## src/rtl/mem_port_arbiter.sv

```systemverilog
// Two-requester (CPU / EXT) arbiter for a single byte-wide memory port with CPU burst reads.
// Optional wait-cycle statistics are compiled in with MEM_PORT_ARBITER_STATS_EN.
module mem_port_arbiter #(
  parameter int AW        = 8,
  parameter int DW        = 8,
  parameter int MEM_LAT   = 1,
  parameter int BURST_LEN = 4
) (
  input  logic          clk,
  input  logic          rst,
  input  logic          cpu_req,
  input  logic          cpu_we,
  input  logic          cpu_burst,
  input  logic [AW-1:0] cpu_adr,
  input  logic [DW-1:0] cpu_wdata,
  output logic          cpu_gnt,
  output logic          cpu_rvalid,
  output logic [DW-1:0] cpu_rdata,
  input  logic          ext_req,
  input  logic          ext_we,
  input  logic [AW-1:0] ext_adr,
  input  logic [DW-1:0] ext_wdata,
  output logic          ext_gnt,
  output logic          ext_rvalid,
  output logic [DW-1:0] ext_rdata,
  output logic          mem_re,
  output logic          mem_we,
  output logic [AW-1:0] mem_adr,
  output logic [DW-1:0] mem_wdata,
  input  logic [DW-1:0] mem_rdata,
`ifdef MEM_PORT_ARBITER_STATS_EN
  output logic [15:0]   cpu_wait_cnt,
  output logic [15:0]   ext_wait_cnt,
`endif
  output logic [1:0]    state_dbg
);

  // Handshake: a requester holds req (and its command fields) high until it
  // sees a one-cycle gnt; the command is latched when sampled in IDLE, so
  // inputs may change freely after gnt. Each read beat comes back as exactly
  // one rvalid pulse, MEM_LAT cycles after its mem_re, on the owner's side only.

  localparam logic [1:0] S_IDLE  = 2'd0;
  localparam logic [1:0] S_ISSUE = 2'd1;
  localparam logic [1:0] S_DRAIN = 2'd2;

  localparam int BW = (BURST_LEN > 1) ? $clog2(BURST_LEN) : 1;
  localparam logic [BW-1:0] LAST_BURST_BEAT = BW'(BURST_LEN - 1);

  logic [1:0]    state;
  logic          own_cpu;
  logic          last_cpu;
  logic [BW-1:0] beat;
  logic [AW-1:0] lat_adr;
  logic          lat_we;
  logic [DW-1:0] lat_wdata;
  logic          lat_burst;

  logic          issuing;
  logic          last_beat;
  logic          sel_cpu;

  logic [MEM_LAT-1:0] pv;
  logic [MEM_LAT-1:0] pown;
  logic [MEM_LAT-1:0] plast;

  logic [DW-1:0] cpu_rdata_q;
  logic [DW-1:0] ext_rdata_q;

  assign issuing   = (state == S_ISSUE);
  assign last_beat = (beat == (lat_burst ? LAST_BURST_BEAT : '0));
  // On a tie the side that did not own the previous transaction wins.
  assign sel_cpu   = cpu_req && (!ext_req || !last_cpu);
  assign state_dbg = state;

  always_ff @(posedge clk or negedge rst) begin
    if (!rst) begin
      state     <= S_IDLE;
      own_cpu   <= 1'b0;
      last_cpu  <= 1'b0;
      beat      <= '0;
      lat_adr   <= '0;
      lat_we    <= 1'b0;
      lat_wdata <= '0;
      lat_burst <= 1'b0;
    end else begin
      case (state)
        S_IDLE: begin
          if (cpu_req || ext_req) begin
            own_cpu   <= sel_cpu;
            last_cpu  <= sel_cpu;
            lat_adr   <= sel_cpu ? cpu_adr : ext_adr;
            lat_we    <= sel_cpu ? cpu_we : ext_we;
            lat_wdata <= sel_cpu ? cpu_wdata : ext_wdata;
            lat_burst <= sel_cpu && cpu_burst && !cpu_we;
            beat      <= '0;
            state     <= S_ISSUE;
          end
        end
        S_ISSUE: begin
          if (last_beat) begin
            beat  <= '0;
            state <= lat_we ? S_IDLE : S_DRAIN;
          end else begin
            beat <= beat + BW'(1);
          end
        end
        S_DRAIN: begin
          if (pv[MEM_LAT-1] && plast[MEM_LAT-1]) state <= S_IDLE;
        end
        default: state <= S_IDLE;
      endcase
    end
  end

  // Read-return delay line, tagged with owner and last-beat flag.
  always_ff @(posedge clk or negedge rst) begin
    if (!rst) begin
      pv    <= '0;
      pown  <= '0;
      plast <= '0;
    end else begin
      pv[0]    <= issuing && !lat_we;
      pown[0]  <= own_cpu;
      plast[0] <= last_beat;
      for (int i = 1; i < MEM_LAT; i++) begin
        pv[i]    <= pv[i-1];
        pown[i]  <= pown[i-1];
        plast[i] <= plast[i-1];
      end
    end
  end

  assign cpu_gnt    = issuing && (beat == '0) && own_cpu;
  assign ext_gnt    = issuing && (beat == '0) && !own_cpu;
  assign mem_re     = issuing && !lat_we;
  assign mem_we     = issuing && lat_we;
  assign mem_adr    = issuing ? (lat_adr + AW'(beat)) : '0;
  assign mem_wdata  = mem_we ? lat_wdata : '0;

  assign cpu_rvalid = pv[MEM_LAT-1] && pown[MEM_LAT-1];
  assign ext_rvalid = pv[MEM_LAT-1] && !pown[MEM_LAT-1];

  always_ff @(posedge clk or negedge rst) begin
    if (!rst) begin
      cpu_rdata_q <= '0;
      ext_rdata_q <= '0;
    end else begin
      if (cpu_rvalid) cpu_rdata_q <= mem_rdata;
      if (ext_rvalid) ext_rdata_q <= mem_rdata;
    end
  end

  assign cpu_rdata = cpu_rvalid ? mem_rdata : cpu_rdata_q;
  assign ext_rdata = ext_rvalid ? mem_rdata : ext_rdata_q;

`ifdef MEM_PORT_ARBITER_STATS_EN
  always_ff @(posedge clk or negedge rst) begin
    if (!rst) begin
      cpu_wait_cnt <= '0;
      ext_wait_cnt <= '0;
    end else begin
      if (cpu_req && !cpu_gnt && (cpu_wait_cnt != 16'hFFFF)) cpu_wait_cnt <= cpu_wait_cnt + 16'd1;
      if (ext_req && !ext_gnt && (ext_wait_cnt != 16'hFFFF)) ext_wait_cnt <= ext_wait_cnt + 16'd1;
    end
  end
`endif

endmodule

```

## config.mk

```make
export PLATFORM = sky130hd
export DESIGN_NAME = mem_port_arbiter
export DESIGN_NICKNAME = d
export VERILOG_FILES = /design/src/rtl/mem_port_arbiter.sv
export SDC_FILE = /design/constraint.sdc
export NUM_CORES = 1
export LEC_CHECK = 0
export BUFFER_PORTS_ARGS = -buffer_cell sky130_fd_sc_hd__buf_4
export CORE_UTILIZATION = 25
export CTS_BUF_LIST = sky130_fd_sc_hd__clkbuf_4 sky130_fd_sc_hd__clkbuf_8
export CTS_CLUSTER_DIAMETER = 40
export DETAILED_ROUTE_END_ITERATION = 8
export GPL_ROUTABILITY_DRIVEN = 0
export PLACE_DENSITY = 0.46
export REMOVE_ABC_BUFFERS = 1
export SETUP_SLACK_MARGIN = 0.4
export SYNTH_ARGS = -nofsm -noshare
export SYNTH_HDL_FRONTEND = slang
export SYNTH_SLANG_ARGS = --single-unit
```

## constraint.sdc

```tcl
create_clock -name clk -period 1.45 [get_ports clk]
set_input_delay 0.29 -clock clk [delete_from_list [all_inputs] [get_ports clk]]
set_output_delay 0.29 -clock clk [all_outputs]
set_load 0.01 [all_outputs]
```

==> results <==
- Before CTS, the worst setup slack after placement is -365.2 ps.
- The internal portion of the total power is between 6 and 7 mW.
- The cell sitting at the root of the clock tree is a sky130_fd_sc_hd__clkbuf_8.
- The count of placed standard cells including taps is 375.
- Clock tree synthesis found a total of 42 sinks.
- The number of antenna repair diodes is 0.
- Cells with a size suffix above 1 make up 74.84% of the layout.
- The analysis attributes to net switching a power of 2.890 mW.
- Summed over all layers, the routed wires come to 6.138 mm.
- The checks that failed: setup timing.
- The y dimension of the die is 93.89 um.
- The remaining global-route overflow is 0.
- The number of cells on the worst reg-to-reg path is 5.
- The antenna violation net count after detailed routing is 0.
- The placed wire-length estimate is 3.820 mm.
- The TritonCTS clock tree is done.
- For the worst-skew pair, the clock arrives at the later sink with an insertion delay of 300 ps.
- The setup skew after layout is around 4.7 ps.
- The total power divided by cell area is 2194 nW/um^2.
- Across the VDD grid, the largest voltage drop is a little under 0.7 mV.
- In the layout the commonest cells are sky130_fd_sc_hd__buf_4, sky130_fd_sc_hd__buf_6, sky130_fd_sc_hd__dfrtp_1.
- The run finished, with violations left.
- The number of port buffers is 86.
- Counting instances, the worst hold path has a depth of 2.
- In this run the worst hold path is classified as input port to flop.
- The number of standard cells in the layout, taps in and fillers out is 419.
- The initial antenna violation count came to 0.
- The post-synthesis instance area is 2111 um^2.
- Counting the buffers created by CTS gives 5.
- The portion of synthesized cell area occupied by the leading cell type is 49.79%.
- The worst setup path is captured at a primary output.
- The launching element of the worst setup path is lat_adr[1].
- For this block, the initial DRC count from the detailed router was 34.
- In the synthesized netlist, the number of instances is 168.
- Overall power consumption after layout is estimated at just under 9 mW.
- The arrival time at the worst endpoint is 1750 ps.
- In this run the critical register-to-register path is launched from last_cpu.
- In this run, flip-flops and latches consume 23.8% of the power.
- Of the available clock period, the critical path in the final layout requires 140.4%.
- The first detailed-routing pass took 4 iterations.
- The total vias in the final route is around 1900.
- The x dimension of the die is 93.89 um.
- For the finished layout, the period the worst path requires is slightly above 2000 ps.
- Max-cap violations in this run came to 0.
- The area growth from synthesis to layout is 92.77%.
- The Yosys warning count is 0.
- Measured on the finished design, the core utilization comes to between 40% and 50%.
- The largest net degree at the start of global routing is 43.
- The global-route usage over all layers is 14.17%.
- Combinational cells account for 63.2% of the total power.
- The critical path is of the flop to primary output type.
- The average wire per standard cell is between 10 and 15 um.
- The number of different library cells in the post-synthesis netlist is 33.
- In this run, synthesis produced a sequential element count of between 40 and 50.
- The cell area after layout is around 4000 um^2.
- The overall die area is 8814 um^2.
- The clock network accounts for 13.0% of the total power.
- The worst-case setup margin in the final layout is -585.8 ps.
- The total negative setup slack is -13350 ps.
- The max-slew violation count was 0.
- The largest total area in the synthesized netlist belongs to sky130_fd_sc_hd__dfrtp_1.
- The number of design rule violations left after detail routing is 0.
- Setup repair after global routing could not meet its margin everywhere.
- For this run, asynchronously set or reset flops after synthesis account for between 90% and 100%.
- Leaving out fill and tap cells, the most frequent cell in the layout is sky130_fd_sc_hd__buf_4.
- The predominant post-synthesis flop cell is sky130_fd_sc_hd__dfrtp_1.
- The maximum fanout count along the critical path is 6.
- The final count of hold timing violations is 0.
- The final worst hold slack is 251.0 ps.
- STA classifies the critical path startpoint as a flop.
- Setup violations remaining at the end of the flow were counted as 53.
- The fraction of the yosys area taken by sequential cells is 49.79%.
- The via count of the first global-routing pass came to about 1900.
- The number of enable-type register cells in the synthesized netlist is 0.
- The floorplan step defined a core boundary enclosing 8175 um^2.
- The instance area after placement is between 3000 and 4000 um^2.
- The remaining max-slew budget at the tightest pin is 68.19%.
- The average instance in the mapped netlist occupies around 13 um^2.
- The maximum clock frequency is 491.2 MHz.
- The first global-routing pass estimated 9.487 mm of wire.
- The total leakage power is 1.979 nW.
- The proportion of total power due to net switching is ~32%.
- The required time reported for the critical path endpoint is 1160 ps.
- The post-CTS clock slew at the launch and capture registers of the worst setup and hold paths is 90 ps.
- The initialized floorplan defines 33 standard-cell rows.
- 87 I/O pins were placed.
- Using the TritonRoute via totals, the vias-per-cell ratio works out to 4.446.
- The starting density of the core is 25.82%.
- At the pin with the least slew margin, the transition time is approximately 480 ps.
- The maximum level of the CTS H-tree is 2.
- The origin of the worst min-delay path is mem_rdata[3].
- The final layout contains 364 nets.
- The maximum clock path buffer count is 2.
- By area the synthesized netlist is led by sky130_fd_sc_hd__dfrtp_1, sky130_fd_sc_hd__mux2_2, sky130_fd_sc_hd__mux2_4, sky130_fd_sc_hd__and3_1, sky130_fd_sc_hd__mux2i_1.
-- per-layer routing --
metal	track usage (%)	wire length (um)
met1	18.19	2749
met2	23.97	3076
met3	3.236	259
met4	3.462	53
met5	0	0
-- worst max-delay path: stages (launching register included) --
cell and delay, ps:
sky130_fd_sc_hd__dfrtp_1 390, sky130_fd_sc_hd__ha_1 290, sky130_fd_sc_hd__a21oi_2 90, sky130_fd_sc_hd__or4_1 420, sky130_fd_sc_hd__a21oi_2 140, sky130_fd_sc_hd__buf_4 130
-- cell families after synthesis --
kind of cell / after synthesis / synth area share, %
XOR/XNOR: 2 / 0.8300
flip-flops: 42 / 49.79
AND/OR/NAND/NOR: 38 / 9.722
multiplexers: 50 / 27.68
AO/OA/AOI/OAI: 18 / 5.869
buffers and inverters: 14 / 3.379
adder cells (fa/ha/maj): 4 / 2.727
-- timing repair --
| item | in CTS | in global routing |
|---|---|---|
| buffers inserted | 18 | 12 |
| gates cloned | 4 | 1 |
| pin swaps | 10 | 1 |
| resized for setup | 97 | 38 |
| hold buffers | 1 | 0 |
| setup endpoints to repair | 80 | 83 |
| hold endpoints to repair | 3 | 0 |
-- cell usage after synthesis (3+ instances only) --
master	number
sky130_fd_sc_hd__inv_1	7
sky130_fd_sc_hd__dfrtp_1	42
sky130_fd_sc_hd__and3_1	8
sky130_fd_sc_hd__mux2_2	39
sky130_fd_sc_hd__ha_1	3
sky130_fd_sc_hd__or3_1	4
sky130_fd_sc_hd__o21ai_0	5
sky130_fd_sc_hd__and2_1	3
sky130_fd_sc_hd__a21oi_1	6
sky130_fd_sc_hd__nand3_1	3
sky130_fd_sc_hd__clkbuf_1	4
sky130_fd_sc_hd__nor2_1	7
sky130_fd_sc_hd__nand2_1	5
sky130_fd_sc_hd__mux2_4	7
sky130_fd_sc_hd__mux2i_1	4
-- sequential cells by signal (all words and copies together), names as in the netlist --
signal,cells
beat,2
cpu_rdata_q,8
ext_rdata_q,8
last_cpu,1
lat_adr,8
lat_burst,1
lat_wdata,8
lat_we,1
plast,1
pown,1
pv,1
state_dbg,2
-- power by group through the flow --
stage	Sequential, mW	Clock, mW	Combinational [mW]
detailed placement	2.07	0	3.64
global route	2.20	1.25	6.06
finish	2.12	1.16	5.64
CTS	2.11	1.20	5.12
floorplan	2.05	0	1.78
global placement	2.05	0	3.61
-- final timing paths --
| path | to | slack, ps |
|---|---|---|
| max reg2reg | lat_adr[1] | -90 |
| min reg2reg | lat_wdata[1] | 500 |
| max | mem_adr[7] | -590 |
| min | ext_rdata_q[3] | 250 |
| max in group asynchronous | state_dbg[1] | 660 |
| min in group asynchronous | ext_rdata_q[2] | 470 |
-- area by class of cell --
type	count	area, um^2
clock inverter	2	60.06
multi-input combinational	113	1251
fill	739	4106
tap	105	131.4
clock buffer	6	82.58
timing repair buffer	144	1460
sequential	42	1055
inverter	7	28.78
Power figures use the tool's default switching activity.
